## src/rtl/core_mmio_bridge_if.sv

```systemverilog
// Core M-stage data port bundle between the core and the MMIO bridge.
// The core drives the address, store strobe and store data; the bridge returns load data.
interface core_mmio_bridge_if #(
  parameter int DATA_WIDTH = 32
);
  logic                  i_mem_write_M;
  logic [DATA_WIDTH-1:0] i_data_addr_M;
  logic [DATA_WIDTH-1:0] i_write_data_M;
  logic [DATA_WIDTH-1:0] o_read_data_M;

  modport master (
    output i_mem_write_M,
    output i_data_addr_M,
    output i_write_data_M,
    input  o_read_data_M
  );

  modport slave (
    input  i_mem_write_M,
    input  i_data_addr_M,
    input  i_write_data_M,
    output o_read_data_M
  );
endinterface

```

## src/rtl/core_mmio_bridge.sv

```systemverilog
// Zero-wait-state split of core data accesses between dmem and a local MMIO block.
// The MMIO block holds a prescaled 64-bit machine timer with compare IRQ and GPIO.
module core_mmio_bridge #(
  parameter int          DATA_WIDTH     = 32,
  parameter logic [31:0] MMIO_BASE      = 32'h8000_0000,
  parameter int          GPIO_WIDTH     = 8,
  parameter int          PRESCALE_WIDTH = 8
) (
  input  logic                  clk,
  input  logic                  rst,
  core_mmio_bridge_if.slave     core,
  output logic                  o_dmem_we,
  output logic [DATA_WIDTH-1:0] o_dmem_addr,
  output logic [DATA_WIDTH-1:0] o_dmem_wdata,
  input  logic [DATA_WIDTH-1:0] i_dmem_rdata,
  input  logic [GPIO_WIDTH-1:0] i_gpio_in,
  output logic [GPIO_WIDTH-1:0] o_gpio_out,
  output logic                  o_timer_irq
);

  localparam logic [2:0] R_GPIO_OUT = 3'd0;
  localparam logic [2:0] R_GPIO_IN  = 3'd1;
  localparam logic [2:0] R_MTIME_LO = 3'd2;
  localparam logic [2:0] R_MTIME_HI = 3'd3;
  localparam logic [2:0] R_CMP_LO   = 3'd4;
  localparam logic [2:0] R_CMP_HI   = 3'd5;
  localparam logic [2:0] R_PRESCALE = 3'd6;
  localparam logic [2:0] R_CTRL     = 3'd7;

  logic                      sel_mmio;
  logic                      mmio_we;
  logic [2:0]                idx;
  logic [GPIO_WIDTH-1:0]     gpio_meta;
  logic [GPIO_WIDTH-1:0]     gpio_sync;
  logic [63:0]               mtime;
  logic [63:0]               mtimecmp;
  logic [PRESCALE_WIDTH-1:0] prescale;
  logic [PRESCALE_WIDTH-1:0] presc_cnt;
  logic                      timer_en;
  logic                      irq_en;
  logic                      cmp_hit;
  logic [DATA_WIDTH-1:0]     mmio_rdata;

  assign sel_mmio = core.i_data_addr_M[31:5] == MMIO_BASE[31:5];
  assign idx      = core.i_data_addr_M[4:2];
  assign mmio_we  = core.i_mem_write_M & sel_mmio;
  assign cmp_hit  = mtime >= mtimecmp;

  assign o_dmem_we    = core.i_mem_write_M & ~sel_mmio;
  assign o_dmem_addr  = core.i_data_addr_M;
  assign o_dmem_wdata = core.i_write_data_M;

  assign core.o_read_data_M = sel_mmio ? mmio_rdata : i_dmem_rdata;

  always_comb begin
    mmio_rdata = '0;
    unique case (idx)
      R_GPIO_OUT: mmio_rdata[GPIO_WIDTH-1:0] = o_gpio_out;
      R_GPIO_IN:  mmio_rdata[GPIO_WIDTH-1:0] = gpio_sync;
      R_MTIME_LO: mmio_rdata = mtime[31:0];
      R_MTIME_HI: mmio_rdata = mtime[63:32];
      R_CMP_LO:   mmio_rdata = mtimecmp[31:0];
      R_CMP_HI:   mmio_rdata = mtimecmp[63:32];
      R_PRESCALE: mmio_rdata[PRESCALE_WIDTH-1:0] = prescale;
      R_CTRL:     mmio_rdata[2:0] = {cmp_hit, irq_en, timer_en};
    endcase
  end

  always_ff @(posedge clk or negedge rst) begin
    if (!rst) begin
      gpio_meta  <= '0;
      gpio_sync  <= '0;
      o_gpio_out <= '0;
    end else begin
      gpio_meta <= i_gpio_in;
      gpio_sync <= gpio_meta;
      if (mmio_we && idx == R_GPIO_OUT)
        o_gpio_out <= core.i_write_data_M[GPIO_WIDTH-1:0];
    end
  end

  // Software writes are placed after the tick so they override it;
  // the untouched mtime half keeps its pre-tick value.
  always_ff @(posedge clk or negedge rst) begin
    if (!rst) begin
      mtime       <= '0;
      mtimecmp    <= '1;
      prescale    <= '0;
      presc_cnt   <= '0;
      timer_en    <= 1'b0;
      irq_en      <= 1'b0;
      o_timer_irq <= 1'b0;
    end else begin
      o_timer_irq <= irq_en & cmp_hit;
      if (timer_en) begin
        if (presc_cnt == prescale) begin
          presc_cnt <= '0;
          mtime     <= mtime + 64'd1;
        end else begin
          presc_cnt <= presc_cnt + 1'b1;
        end
      end
      if (mmio_we) begin
        unique case (idx)
          R_GPIO_OUT, R_GPIO_IN: ;
          R_MTIME_LO: mtime <= {mtime[63:32], core.i_write_data_M};
          R_MTIME_HI: mtime <= {core.i_write_data_M, mtime[31:0]};
          R_CMP_LO:   mtimecmp[31:0]  <= core.i_write_data_M;
          R_CMP_HI:   mtimecmp[63:32] <= core.i_write_data_M;
          R_PRESCALE: begin
            prescale  <= core.i_write_data_M[PRESCALE_WIDTH-1:0];
            presc_cnt <= '0;
          end
          R_CTRL: begin
            timer_en <= core.i_write_data_M[0];
            irq_en   <= core.i_write_data_M[1];
          end
        endcase
      end
    end
  end

endmodule
```

## src/flat_wrapper.sv

```systemverilog
// flat-port wrapper written by rule: the top's interface ports become plain ports
module core_mmio_bridge_flat 
#(
  parameter int          DATA_WIDTH     = 32,
  parameter logic [31:0] MMIO_BASE      = 32'h8000_0000,
  parameter int          GPIO_WIDTH     = 8,
  parameter int          PRESCALE_WIDTH = 8
)
  (clk, rst, o_dmem_we, o_dmem_addr, o_dmem_wdata, i_dmem_rdata, i_gpio_in, o_gpio_out, o_timer_irq, core_i_mem_write_M, core_i_data_addr_M, core_i_write_data_M, core_o_read_data_M);
  core_mmio_bridge_if #(.DATA_WIDTH(DATA_WIDTH)) core_i ();
  input  logic clk;
  input  logic rst;
  output logic o_dmem_we;
  output logic [DATA_WIDTH-1:0] o_dmem_addr;
  output logic [DATA_WIDTH-1:0] o_dmem_wdata;
  input  logic [DATA_WIDTH-1:0] i_dmem_rdata;
  input  logic [GPIO_WIDTH-1:0] i_gpio_in;
  output logic [GPIO_WIDTH-1:0] o_gpio_out;
  output logic o_timer_irq;
  input wire logic [$bits(core_i.i_mem_write_M)-1:0] core_i_mem_write_M;
  input wire logic [$bits(core_i.i_data_addr_M)-1:0] core_i_data_addr_M;
  input wire logic [$bits(core_i.i_write_data_M)-1:0] core_i_write_data_M;
  output wire logic [$bits(core_i.o_read_data_M)-1:0] core_o_read_data_M;
  assign core_i.i_mem_write_M = core_i_mem_write_M;
  assign core_i.i_data_addr_M = core_i_data_addr_M;
  assign core_i.i_write_data_M = core_i_write_data_M;
  assign core_o_read_data_M = core_i.o_read_data_M;
  core_mmio_bridge #(.DATA_WIDTH(DATA_WIDTH), .MMIO_BASE(MMIO_BASE), .GPIO_WIDTH(GPIO_WIDTH), .PRESCALE_WIDTH(PRESCALE_WIDTH)) u_core (.clk(clk), .rst(rst), .core(core_i), .o_dmem_we(o_dmem_we), .o_dmem_addr(o_dmem_addr), .o_dmem_wdata(o_dmem_wdata), .i_dmem_rdata(i_dmem_rdata), .i_gpio_in(i_gpio_in), .o_gpio_out(o_gpio_out), .o_timer_irq(o_timer_irq));
endmodule
```

## config.mk

```make
export PLATFORM = sky130hd
export DESIGN_NAME = core_mmio_bridge_flat
export DESIGN_NICKNAME = d
export VERILOG_FILES = /design/src/rtl/core_mmio_bridge_if.sv /design/src/rtl/core_mmio_bridge.sv /design/src/flat_wrapper.sv
export SDC_FILE = /design/constraint.sdc
export NUM_CORES = 1
export LEC_CHECK = 0
export BUFFER_PORTS_ARGS = -buffer_cell sky130_fd_sc_hd__buf_2
export CORE_MARGIN = 1
export CORE_UTILIZATION = 50
export CTS_BUF_LIST = sky130_fd_sc_hd__clkbuf_2 sky130_fd_sc_hd__clkbuf_4 sky130_fd_sc_hd__clkbuf_8
export DETAILED_ROUTE_END_ITERATION = 8
export PLACE_DENSITY = 0.84
export SLEW_MARGIN = 15
export SYNTH_ARGS = -nofsm -noshare
export SYNTH_HDL_FRONTEND = slang
export SYNTH_SLANG_ARGS = --single-unit
```

## constraint.sdc

```tcl
create_clock -name clk -period 3.4 [get_ports clk]
set_input_delay 0.17 -clock clk [delete_from_list [all_inputs] [get_ports clk]]
set_output_delay 0.17 -clock clk [all_outputs]
set_load 0.1 [all_outputs]
```

==> flow_summary.json <==
{
  "dpl.cell_count": 1640,
  "track_usage": 0.295,
  "crit_family": "compound AO/OA/AOI/OAI gates",
  "critPathLaunchType": "flop",
  "die_h_um": 154,
  "num_io_pins": 213,
  "antenna_found_initial": 0,
  "worstPathCellList": "inv_1, ha_1, a21oi_1, o21ai_0, a221o_1, a211oi_1, o221ai_2, o21bai_2, a2bb2oi_2, buf_12",
  "min_period_over_period": 0.960,
  "cts_root_buffer": "clkbuf_8",
  "crit_arrival_ns": 3.10,
  "fin_nets": 1581,
  "irDropWorstVdd_v": 0.000301,
  "status": "complete, no violations",
  "synth_compound_area_frac": 0.183,
  "crit_buf_inv": 2,
  "layout_commonest_cell": "buf_2",
  "start_util": 0.509,
  "num_rows": 55,
  "portBuffers": 208,
  "finalSetupTns_ns": 0,
  "drt_iter0_markers": 1121,
  "fp.coreArea_mm2": 0.0226,
  "ys.flop_type": "dfrtp_1",
  "drive_gt1_frac": 0.320,
  "grt_pass1_wl_mm": 55.0,
  "cp_slowest_cell": "dfstp_2",
  "grt.overflow.total": 0,
  "slew_viol_final": 0,
  "synth_edf_count": 0,
  "p_leak_nw": 5.80,
  "die_area_mm2": 0.0237,
  "hold_path_class": "in -> reg",
  "synthXorXnorAreaFrac": 0.0167,
  "synth.distinct_cells": 71,
  "final_cell_mix": "buf_2, nand2_1, dfrtp_1, mux2_2, a21oi_1",
  "drt_first_pass_iters": 7,
  "h-tree-depth": 4,
  "fmax_mhz": 306,
  "fin_crit_ns": 3.27,
  "grt_max_degree": 88,
  "async_flop_share": 1.00,
  "critPathMaxFanout": 3,
  "remaining_drc_errors": 0,
  "clkTransAtPathRegs_ns": 0.09,
  "worstMarginPinSlew_ns": 1.06,
  "drv_cap": 0,
  "drtAntennaViolNets": 0,
  "worstSetupPathType": "reg -> out",
  "finalWorstSetupSlack_ns": 0.134,
  "synthCells": 1248,
  "clkSinkCount": 171,
  "synthesis.nets": 1421,
  "setup_viol": 0,
  "holdWs_ns": 0.0186,
  "synthSimpleGateAreaFrac": 0.160,
  "final_cells": 1706,
  "ys_ff_latch": 171,
  "n_antenna_cell": 0,
  "cts_made_buffers": 17,
  "timing.slew.headroom": 0.295,
  "cts_max_path_buffers": 2,
  "hpwl_mm": 24.3,
  "synthMuxAreaShare": 0.101,
  "wl_per_cell_um": 20.1,
  "gp_congestion": 0.895,
  "utilization": 0.587,
  "syn_to_final_growth_pct": 15.2,
  "routed_wl_mm": 34.3,
  "p_per_area_mw_per_mm2": 337,
  "crit_required_ns": 3.23,
  "routed-via-count": 10800,
  "max_stage_delay_ns": 0.55,
  "synth_top_family_by_area": "compound AO/OA/AOI/OAI gates",
  "tritoncts": "built",
  "avgSynthCellArea_um2": 9.24,
  "fin_skew_ns": 0.0134,
  "synth-seq-area-share": 0.378,
  "chipWidth_um": 154,
  "grt_pass1_vias": 10500,
  "end_kind": "output pin",
  "dp_slack_ns": 0.477,
  "synth_warnings": 0,
  "finalHoldViolations": 0,
  "clkLatencyLatePin_ns": 0.47,
  "post_drt_via_cell_ratio": 6.32,
  "syn-cell-area_mm2": 0.0115,
  "yosys.area_share.adder": 0.0716
}
[per-stage QoR]
| step | area (um^2) | power, mW |
|---|---|---|
| floorplan | 11500 | 2.73 |
| global placement | 12500 | 2.90 |
| detailed placement | 12500 | 2.91 |
| CTS | 13200 | 4.49 |
| global route | 13300 | 4.61 |
| finish | 13300 | 4.47 |
[flip-flops by register name, indices dropped and copies added, names as in the netlist, 8 cells and up]
signal / cells
u_core.mtime: 64
u_core.mtimecmp: 64
u_core.gpio_meta: 8
u_core.gpio_sync: 8
u_core.o_gpio_out: 8
u_core.presc_cnt: 8
u_core.prescale: 8
[final timing paths]
kind / slack [ns] / cells past startpoint / startpoint / to
hold / removal: 0.02 / 3 / core_i_write_data_M[11] / u_core.mtime[43]
hold reg to reg: 0.36 / 0 / u_core.gpio_meta[1] / u_core.gpio_sync[1]
max in group asynchronous: 2.18 / 3 / rst / u_core.mtimecmp[36]
min in group asynchronous: 0.29 / 2 / rst / u_core.mtime[15]
setup / recovery: 0.13 / 10 / u_core.mtimecmp[19] / core_o_read_data_M[2]
setup reg to reg: 0.52 / 7 / u_core.mtime[23] / u_core.mtime[60]
[cells by family (layout without fill, tap and decap cells)]
family,after synthesis,after routing
AOI/OAI and AO/OA,319,319
xor gates and xnor gates,22,22
adders and majority gates,66,66
buffers and inverters,209,382
DFF,171,171
muxes,99,99
and+or+nand+nor,362,362
[layer usage]
| layer | share of wire | global-route usage | wire length [um] | vias up |
|---|---|---|---|---|
| met3 | 0.086 | 0.0555 | 2940 | 105 |
| met5 | 0 | 0 | 0 | - |
| met2 | 0.48 | 0.486 | 16400 | 610 |
| met4 | 0.038 | 0.137 | 1290 | 0 |
| met1 | 0.40 | 0.375 | 13600 | 5195 |
| li1 | - | - | - | 4864 |
[cells in the mapped netlist, drive strengths merged, types with 12 or more instances]
cell,number,area (um^2)
nand2,123,464
dfrtp,107,2680
mux2,85,957
o21ai,82,410
buf,81,561
a21oi,79,395
inv,74,278
ha,66,826
dfstp,64,1680
nor2,61,229
clkbuf,54,203
nand3,43,215
nand4,36,231
a221oi,26,228
a22o,25,219
nor4,23,195
nor3,18,90.1
and3,15,95.1
and4,14,123
a21o,13,97.6
xnor2,12,105
[tightest hold or removal path, delay by kind of cell]
family	cells	cell delay, ns
AO/OA/AOI/OAI	1	0.07
AND/OR/NAND/NOR	1	0.06
buffers and inverters	1	0.15
[final cells by class]
class / instances / area, um^2
Sequential cell: 171 / 4360
Inverter: 74 / 278
Multi-Input combinational cell: 868 / 6190
Clock inverter: 15 / 185
Fill cell: 1893 / 9360
Timing Repair Buffer: 276 / 1670
Clock buffer: 17 / 234
Tap cell: 285 / 357
[report_power, final]
part | switching (mW) | total [mW] | internal, mW
logic | 0.649 | 0.823 | 0.174
registers | 0.0193 | 2.08 | 2.06
clock network | 0.828 | 1.57 | 0.739
total | 1.50 | 4.47 | 2.97
[timing repair]
action	CTS	global route
buffers inserted	1	3
cloned	0	0
endpoints found under the setup margin	1	1
endpoints found under the hold margin	112	0
gates resized for setup	0	6
hold buffers	30	0
pin swaps	1	4
Note: power is estimated with default switching activity, not from simulation.
